File: src/rtl/tl_xbar.sv
// TileLink-UL crossbar: NUM_M masters to NUM_S slaves plus an internal error responder.
// A is routed by address field, D by the master index carried in the widened source.

`ifndef TL_AW
`define TL_AW 32
`endif
`ifndef TL_DW
`define TL_DW 32
`endif
`ifndef TL_DBW
`define TL_DBW 4
`endif
`ifndef TL_SZW
`define TL_SZW 2
`endif
`ifndef TL_SOURCE_BITS
`define TL_SOURCE_BITS 8
`endif
`ifndef TL_SINK_BITS
`define TL_SINK_BITS 1
`endif

// Round-robin arbiter with grant lock; one instance per destination (A) or per master (D).
module tl_rr_arb #(
   parameter int N  = 2,
   parameter int PW = (N > 1) ? $clog2(N) : 1
) (
   input  logic          clk,
   input  logic          rst_n,
   input  logic [N-1:0]  req,
   input  logic          ready,
   output logic          vld,
   output logic [N-1:0]  gnt,
   output logic [PW-1:0] idx
);
   logic [PW-1:0] ptr_q, lock_idx_q, pick, pick_hi, pick_lo;
   logic          locked_q, found_hi;

   // First requester above ptr wins; otherwise the lowest requester at or below ptr.
   always_comb begin
      found_hi = 1'b0;
      pick_hi  = '0;
      pick_lo  = '0;
      for (int j = N - 1; j >= 0; j--) begin
         if (req[j]) begin
            if (PW'(j) > ptr_q) begin
               found_hi = 1'b1;
               pick_hi  = PW'(j);
            end else begin
               pick_lo = PW'(j);
            end
         end
      end
      pick = found_hi ? pick_hi : pick_lo;
      idx  = locked_q ? lock_idx_q : pick;
      vld  = locked_q ? req[lock_idx_q] : |req;
      gnt  = '0;
      for (int j = 0; j < N; j++)
         gnt[j] = vld && (idx == PW'(j));
   end

   always_ff @(posedge clk or negedge rst_n) begin
      if (!rst_n) begin
         ptr_q      <= PW'(N - 1);
         locked_q   <= 1'b0;
         lock_idx_q <= '0;
      end else if (vld && ready) begin
         ptr_q    <= idx;
         locked_q <= 1'b0;
      end else if (vld) begin
         locked_q   <= 1'b1;
         lock_idx_q <= idx;
      end
   end
endmodule

module tl_xbar #(
   parameter int NUM_M     = 2,
   parameter int NUM_S     = 2,
   parameter int SEL_LSB   = 12,
   parameter int SSEL_BITS = 2,
   parameter int MI_BITS   = (NUM_M > 1) ? $clog2(NUM_M) : 1,
   parameter int SW        = `TL_SOURCE_BITS + MI_BITS
) (
   input  logic                                   clk,
   input  logic                                   rst_n,
   input  logic [NUM_M-1:0]                       m_a_valid,
   output logic [NUM_M-1:0]                       m_a_ready,
   input  logic [NUM_M-1:0][2:0]                  m_a_opcode,
   input  logic [NUM_M-1:0][2:0]                  m_a_param,
   input  logic [NUM_M-1:0][`TL_SZW-1:0]          m_a_size,
   input  logic [NUM_M-1:0][`TL_SOURCE_BITS-1:0]  m_a_source,
   input  logic [NUM_M-1:0][`TL_AW-1:0]           m_a_address,
   input  logic [NUM_M-1:0][`TL_DBW-1:0]          m_a_mask,
   input  logic [NUM_M-1:0][`TL_DW-1:0]           m_a_data,
   output logic [NUM_M-1:0]                       m_d_valid,
   input  logic [NUM_M-1:0]                       m_d_ready,
   output logic [NUM_M-1:0][2:0]                  m_d_opcode,
   output logic [NUM_M-1:0][2:0]                  m_d_param,
   output logic [NUM_M-1:0][`TL_SZW-1:0]          m_d_size,
   output logic [NUM_M-1:0][`TL_SOURCE_BITS-1:0]  m_d_source,
   output logic [NUM_M-1:0][`TL_SINK_BITS-1:0]    m_d_sink,
   output logic [NUM_M-1:0]                       m_d_denied,
   output logic [NUM_M-1:0][`TL_DW-1:0]           m_d_data,
   output logic [NUM_S-1:0]                       s_a_valid,
   input  logic [NUM_S-1:0]                       s_a_ready,
   output logic [NUM_S-1:0][2:0]                  s_a_opcode,
   output logic [NUM_S-1:0][2:0]                  s_a_param,
   output logic [NUM_S-1:0][`TL_SZW-1:0]          s_a_size,
   output logic [NUM_S-1:0][SW-1:0]               s_a_source,
   output logic [NUM_S-1:0][`TL_AW-1:0]           s_a_address,
   output logic [NUM_S-1:0][`TL_DBW-1:0]          s_a_mask,
   output logic [NUM_S-1:0][`TL_DW-1:0]           s_a_data,
   input  logic [NUM_S-1:0]                       s_d_valid,
   output logic [NUM_S-1:0]                       s_d_ready,
   input  logic [NUM_S-1:0][2:0]                  s_d_opcode,
   input  logic [NUM_S-1:0][2:0]                  s_d_param,
   input  logic [NUM_S-1:0][`TL_SZW-1:0]          s_d_size,
   input  logic [NUM_S-1:0][SW-1:0]               s_d_source,
   input  logic [NUM_S-1:0][`TL_SINK_BITS-1:0]    s_d_sink,
   input  logic [NUM_S-1:0]                       s_d_denied,
   input  logic [NUM_S-1:0][`TL_DW-1:0]           s_d_data
);
   localparam int ND  = NUM_S + 1;   // destination NUM_S is the error responder
   localparam int DIW = $clog2(ND);

   typedef struct packed {
      logic [2:0]                 opcode;
      logic [2:0]                 param;
      logic [`TL_SZW-1:0]         size;
      logic [`TL_SOURCE_BITS-1:0] source;
      logic [`TL_AW-1:0]          address;
      logic [`TL_DBW-1:0]         mask;
      logic [`TL_DW-1:0]          data;
   } a_req_t;

   typedef struct packed {
      logic [2:0]               opcode;
      logic [2:0]               param;
      logic [`TL_SZW-1:0]       size;
      logic [SW-1:0]            source;
      logic [`TL_SINK_BITS-1:0] sink;
      logic                     denied;
      logic [`TL_DW-1:0]        data;
   } d_rsp_t;

   a_req_t [NUM_M-1:0]                m_a;
   logic   [NUM_M-1:0][DIW-1:0]       m_dst;
   logic   [ND-1:0][NUM_M-1:0]        a_req, a_gnt;
   logic   [ND-1:0][MI_BITS-1:0]      a_idx;
   logic   [ND-1:0]                   a_vld, a_dst_rdy;

   d_rsp_t [ND-1:0]                   d_src;
   logic   [ND-1:0]                   d_in_vld;
   logic   [NUM_M-1:0][ND-1:0]        d_req, d_gnt;
   logic   [NUM_M-1:0][DIW-1:0]       d_idx;
   logic   [NUM_M-1:0]                d_vld;

   logic                              err_vld_q, err_get_q, err_a_rdy, err_a_hs, err_d_hs;
   logic   [MI_BITS-1:0]              err_mi_q;
   logic   [`TL_SOURCE_BITS-1:0]      err_src_q;
   logic   [`TL_SZW-1:0]              err_size_q;
   logic   [SSEL_BITS-1:0]            sel;

   // Requests are masked by rst_n so every valid/ready output is 0 while reset is held.
   always_comb begin
      sel   = '0;
      a_req = '0;
      for (int k = 0; k < NUM_M; k++) begin
         m_a[k] = '{opcode: m_a_opcode[k], param: m_a_param[k], size: m_a_size[k],
                    source: m_a_source[k], address: m_a_address[k],
                    mask: m_a_mask[k], data: m_a_data[k]};
         sel      = m_a_address[k][SEL_LSB +: SSEL_BITS];
         m_dst[k] = (int'(sel) < NUM_S) ? DIW'(sel) : DIW'(NUM_S);
         for (int d = 0; d < ND; d++)
            a_req[d][k] = m_a_valid[k] && rst_n && (m_dst[k] == DIW'(d));
      end
   end

   for (genvar d = 0; d < ND; d++) begin : g_a_arb
      tl_rr_arb #(.N(NUM_M), .PW(MI_BITS)) u_arb (
         .clk   (clk),
         .rst_n (rst_n),
         .req   (a_req[d]),
         .ready (a_dst_rdy[d]),
         .vld   (a_vld[d]),
         .gnt   (a_gnt[d]),
         .idx   (a_idx[d])
      );
      if (d < NUM_S) begin : g_slv
         assign a_dst_rdy[d] = s_a_ready[d];
      end else begin : g_err
         assign a_dst_rdy[d] = err_a_rdy;
      end
   end

   always_comb begin
      for (int j = 0; j < NUM_S; j++) begin
         s_a_valid[j]   = a_vld[j];
         s_a_opcode[j]  = m_a[a_idx[j]].opcode;
         s_a_param[j]   = m_a[a_idx[j]].param;
         s_a_size[j]    = m_a[a_idx[j]].size;
         s_a_source[j]  = {a_idx[j], m_a[a_idx[j]].source};
         s_a_address[j] = m_a[a_idx[j]].address;
         s_a_mask[j]    = m_a[a_idx[j]].mask;
         s_a_data[j]    = m_a[a_idx[j]].data;
      end
      m_a_ready = '0;
      for (int k = 0; k < NUM_M; k++)
         for (int d = 0; d < ND; d++)
            m_a_ready[k] = m_a_ready[k] | (a_gnt[d][k] & a_dst_rdy[d]);
   end

   // Error responder: one entry, refillable in the cycle its response drains.
   assign err_a_hs  = a_vld[NUM_S] && err_a_rdy;
   assign err_a_rdy = !err_vld_q || err_d_hs;

   always_ff @(posedge clk or negedge rst_n) begin
      if (!rst_n) begin
         err_vld_q  <= 1'b0;
         err_get_q  <= 1'b0;
         err_mi_q   <= '0;
         err_src_q  <= '0;
         err_size_q <= '0;
      end else if (err_a_hs) begin
         err_vld_q  <= 1'b1;
         err_get_q  <= (m_a[a_idx[NUM_S]].opcode == 3'd4);
         err_mi_q   <= a_idx[NUM_S];
         err_src_q  <= m_a[a_idx[NUM_S]].source;
         err_size_q <= m_a[a_idx[NUM_S]].size;
      end else if (err_d_hs) begin
         err_vld_q <= 1'b0;
      end
   end

   always_comb begin
      for (int j = 0; j < NUM_S; j++) begin
         d_src[j] = '{opcode: s_d_opcode[j], param: s_d_param[j], size: s_d_size[j],
                      source: s_d_source[j], sink: s_d_sink[j],
                      denied: s_d_denied[j], data: s_d_data[j]};
         d_in_vld[j] = s_d_valid[j] && rst_n;
      end
      d_src[NUM_S] = '{opcode: err_get_q ? 3'd1 : 3'd0, param: 3'd0, size: err_size_q,
                       source: {err_mi_q, err_src_q}, sink: '0, denied: 1'b1, data: '0};
      d_in_vld[NUM_S] = err_vld_q;
      for (int i = 0; i < NUM_M; i++)
         for (int j = 0; j < ND; j++)
            d_req[i][j] = d_in_vld[j] && (d_src[j].source[SW-1 -: MI_BITS] == MI_BITS'(i));
   end

   for (genvar i = 0; i < NUM_M; i++) begin : g_d_arb
      tl_rr_arb #(.N(ND), .PW(DIW)) u_arb (
         .clk   (clk),
         .rst_n (rst_n),
         .req   (d_req[i]),
         .ready (m_d_ready[i]),
         .vld   (d_vld[i]),
         .gnt   (d_gnt[i]),
         .idx   (d_idx[i])
      );
   end

   always_comb begin
      for (int i = 0; i < NUM_M; i++) begin
         m_d_valid[i]  = d_vld[i];
         m_d_opcode[i] = d_src[d_idx[i]].opcode;
         m_d_param[i]  = d_src[d_idx[i]].param;
         m_d_size[i]   = d_src[d_idx[i]].size;
         m_d_source[i] = d_src[d_idx[i]].source[`TL_SOURCE_BITS-1:0];
         m_d_sink[i]   = d_src[d_idx[i]].sink;
         m_d_denied[i] = d_src[d_idx[i]].denied;
         m_d_data[i]   = d_src[d_idx[i]].data;
      end
      s_d_ready = '0;
      err_d_hs  = 1'b0;
      for (int i = 0; i < NUM_M; i++) begin
         for (int j = 0; j < NUM_S; j++)
            s_d_ready[j] = s_d_ready[j] | (d_gnt[i][j] & m_d_ready[i]);
         err_d_hs = err_d_hs | (d_gnt[i][NUM_S] & m_d_ready[i]);
      end
   end
endmodule

File: config.mk
export PLATFORM = sky130hd
export DESIGN_NAME = tl_xbar
export DESIGN_NICKNAME = d
export VERILOG_FILES = /design/src/rtl/tl_xbar.sv
export SDC_FILE = /design/constraint.sdc
export NUM_CORES = 1
export LEC_CHECK = 0
export CAP_MARGIN = 40
export CORE_AREA = 5 5 211 213
export CTS_CLUSTER_DIAMETER = 40
export CTS_CLUSTER_SIZE = 8
export DETAILED_ROUTE_END_ITERATION = 7
export DIE_AREA = 0 0 216 218
export HOLD_SLACK_MARGIN = 0.12
export PLACE_DENSITY = 0.49
export SETUP_SLACK_MARGIN = 0.1
export SYNTH_ARGS = -nofsm -noshare
export SYNTH_HDL_FRONTEND = slang
export SYNTH_HIERARCHICAL = 1
export SYNTH_SLANG_ARGS = --single-unit
File: constraint.sdc
create_clock -name clk -period 3 [get_ports clk]
set_input_delay 0.45 -clock clk [delete_from_list [all_inputs] [get_ports clk]]
set_output_delay 0.45 -clock clk [all_outputs]
set_load 0.005 [all_outputs]
==> reports/metrics.yaml <==
run_status:
  status: "completed"
timing:
  setup_viol: 0
  hold_ws_ps: 206
  rsz0062_at_grt: "true"
  fin_crit_sh_pct: 97.9
  skew_ps: 8.49
  fmax_ghz: 0.341
  slew_headroom_pct: 70.8
  drv_slew: 0
  min_period_ps: 2940
  worst_pin_slew_ps: 437
  finalHoldViolations: 0
  fin_ws_ps: 63.3
detailed_routing:
  drtAntennaViolNets: 0
  met2_length_mm: 24.2
  wirelength_mm: 44.0
  routedWlPerCell_um: 23.2
  vias_per_cell: 4.24
  drt-met1-wl_mm: 14.7
  met3_length_mm: 3.79
  first_pass_iters: 4
  top_layer: "met5"
  vias: 8045
  drc: 0
  drtIter0Drc: 270
die:
  die_y_um: 218
  row_count: 76
  start_util_pct: 13.8
  dieArea_mm2: 0.0471
  ioPinCount: 558
  die_w_um: 216
  core_area_mm2: 0.0425
placement:
  portBuffers: 557
  post-place-ws_ps: -565
  globalplace.congestion: 0.852
  dp_hpwl_mm: 36.1
  placed_cells: 1802
setup_path:
  crit_top_cell: "buf_4"
  crit_path_top_delay_cell: "clkdlybuf4s50_1"
  cp-end-kind: "primary output"
  path_cells: "buf_6 > buf_4 > nand2_2 > nor3_4 > nand2_1 > nand3b_1 > nand2_4 > buf_4 > mux2_2 > clkdlybuf4s50_1"
  crit_buf_inv: 4
  crit_type: "input pin to primary output"
  critPathTopFamily: "buffers and inverters"
  required_ps: 2550
  cp_max_fo: 10
  start_kind: "input pin"
  slowest_delay_ps: 510
  crit_arrival_ps: 2490
cts:
  insertion_delay_ps: 300
  tritoncts: "done"
  cts_sinks: 32
  cts-root-buf: "clkbuf_16"
  clk_pin_slew_worst_paths_ps: 60
  cts_hold_buf: 0
  ctsHtreeMaxLevel: 2
  cts_buffer_depth: 2
  numCtsBuffers: 5
synth:
  synth-seq-area-share_pct: 13.8
  yosysWarningCount: 6
  yosys-top-cells-area: "mux2_2 35%, mux2i_1 18%, dfrtp_1 12%"
  async_flop_share_pct: 100
  ys_types: 41
  synth.avg_cell_area_um2: 8.80
  syn_area_mm2: 0.00585
  syn_inst: 665
  synth.ff_latch_count: 32
  yosys-top-cells-count: "182 x mux2_2, 104 x mux2i_1, 95 x nor2_1"
  yosys.area.top_type: "mux2_2"
  ys.flop_type: "dfrtp_1"
  synth_nets: 945
  synth_top_area_share_pct: 35.0
  yosys.cell_count.top_type: "mux2_2"
  synth_edf_count: 0
min_path:
  hp-class: "input pin to async pin"
global_route:
  antenna_found_initial: 25
  grt_pass1_wl_mm: 60.2
  grt_remaining_overflow: 0
  first_global_vias: 8601
  grt_usage_pct: 17.2
  grt_max_degree: 33
finish:
  area_growth_pct: 140
  fin_cells: 1897
  fin_nets: 1619
  utilization_pct: 33.0
  drive_gt1_share_pct: 35.0
flow_run:
  drv_cap: 0
power:
  irDropWorstVdd_v: 0.000302
  p_leak_nw: 6.15
  powerDensity_mw_per_mm2: 764
layout make-up:
| type | count | area (µm²) |
|---|---|---|
| Timing Repair Buffer | 724 | 7290 |
| Clock buffer | 6 | 129 |
| Multi-Input combinational cell | 566 | 5000 |
| Inverter | 10 | 40.0 |
| Fill cell | 4466 | 28500 |
| Sequential cell | 32 | 807 |
| Tap cell | 546 | 683 |
| Antenna cell | 11 | 27.5 |
| Clock inverter | 2 | 35.0 |
logic make-up after synthesis:
family	synth area share, %
AOI/OAI and AO/OA	8.49
buffers and inverters	6.67
DFF	13.8
muxes	56.1
and+or+nand+nor	14.9
cells in the final DEF (no fill, tap or decap), drive strengths merged, types with 13 or more instances in the layout:
cell,instances
o21ai,34
buf,180
nor2,95
clkdlybuf4s50,350
dlygate4sd2,143
nand2,53
clkdlybuf4s15,18
dfrtp,27
dlymetal6s2s,22
clkbuf,13
mux2i,104
mux2,195
final timing paths:
path / start / end / slack (ps) / depth (start not counted)
worst max-delay path: rst_n / s_a_address[7] / 60 / 10
worst min-delay path: rst_n / g_a_arb[1].u_arb/lock_idx_q$_DFFE_PN0P_ / 210 / 3
worst max register to register: g_d_arb[1].u_arb/ptr_q[1]$_DFFE_PN1P_ / g_a_arb[2].u_arb/lock_idx_q$_DFFE_PN0P_ / 750 / 13
worst min register to register: err_size_q[0]$_DFFE_PN0P_ / err_size_q[0]$_DFFE_PN0P_ / 540 / 1
max in group asynchronous: rst_n / g_d_arb[0].u_arb/ptr_q[1]$_DFFE_PN1P_ / 2420 / 2
min in group clk: err_size_q[0]$_DFFE_PN0P_ / err_size_q[0]$_DFFE_PN0P_ / 540 / 1
metal layers:
metal / vias up / GRT usage, %
met2: 393 / 34.9
li1: 3774 / -
met3: 69 / 6.29
met1: 3789 / 16.2
met4: 20 / 4.41
met5: - / 0
where the power goes:
part / switching, mW / internal, mW / leakage, nW
combinational: 3.79 / 5.37 / 5.69
clock: 0.227 / 0.391 / 0.0809
sequential: 0.269 / 0.657 / 0.375
total: 4.29 / 6.42 / 6.15
per-stage QoR:
| stage | TNS [ps] | area (µm²) | total power, mW |
|---|---|---|---|
| after floorplan | 0 | 5850 | 4.26 |
| after global placement | -49780 | 12700 | 9.16 |
| after detailed placement | -52770 | 12700 | 9.17 |
| after CTS | 0 | 13800 | 10.8 |
| after global routing | -39.9 | 14000 | 11.4 |
| final | 0 | 14000 | 10.7 |
registers in the layout (all words and copies together) (netlist names):
name / flops
err_get_q: 1
err_mi_q: 1
err_size_q: 2
err_src_q: 8
err_vld_q: 1
g_a_arb.u_arb/lock_idx_q: 3
g_a_arb.u_arb/locked_q: 3
g_a_arb.u_arb/ptr_q: 3
g_d_arb.u_arb/lock_idx_q: 4
g_d_arb.u_arb/locked_q: 2
g_d_arb.u_arb/ptr_q: 4
tightest hold or removal path: stages:
cell and delay, ps:
buf_6 120, buf_4 130, buf_4 140
what timing repair did:
item | in CTS | in global routing
pin swaps | 29 | 12
endpoints found under the hold margin | 0 | 0
endpoints found under the setup margin | 273 | 186
buffers inserted | 57 | 5
gates resized for setup | 340 | 48
cloned | 12 | 2
Note: power is estimated with default switching activity, not from simulation.
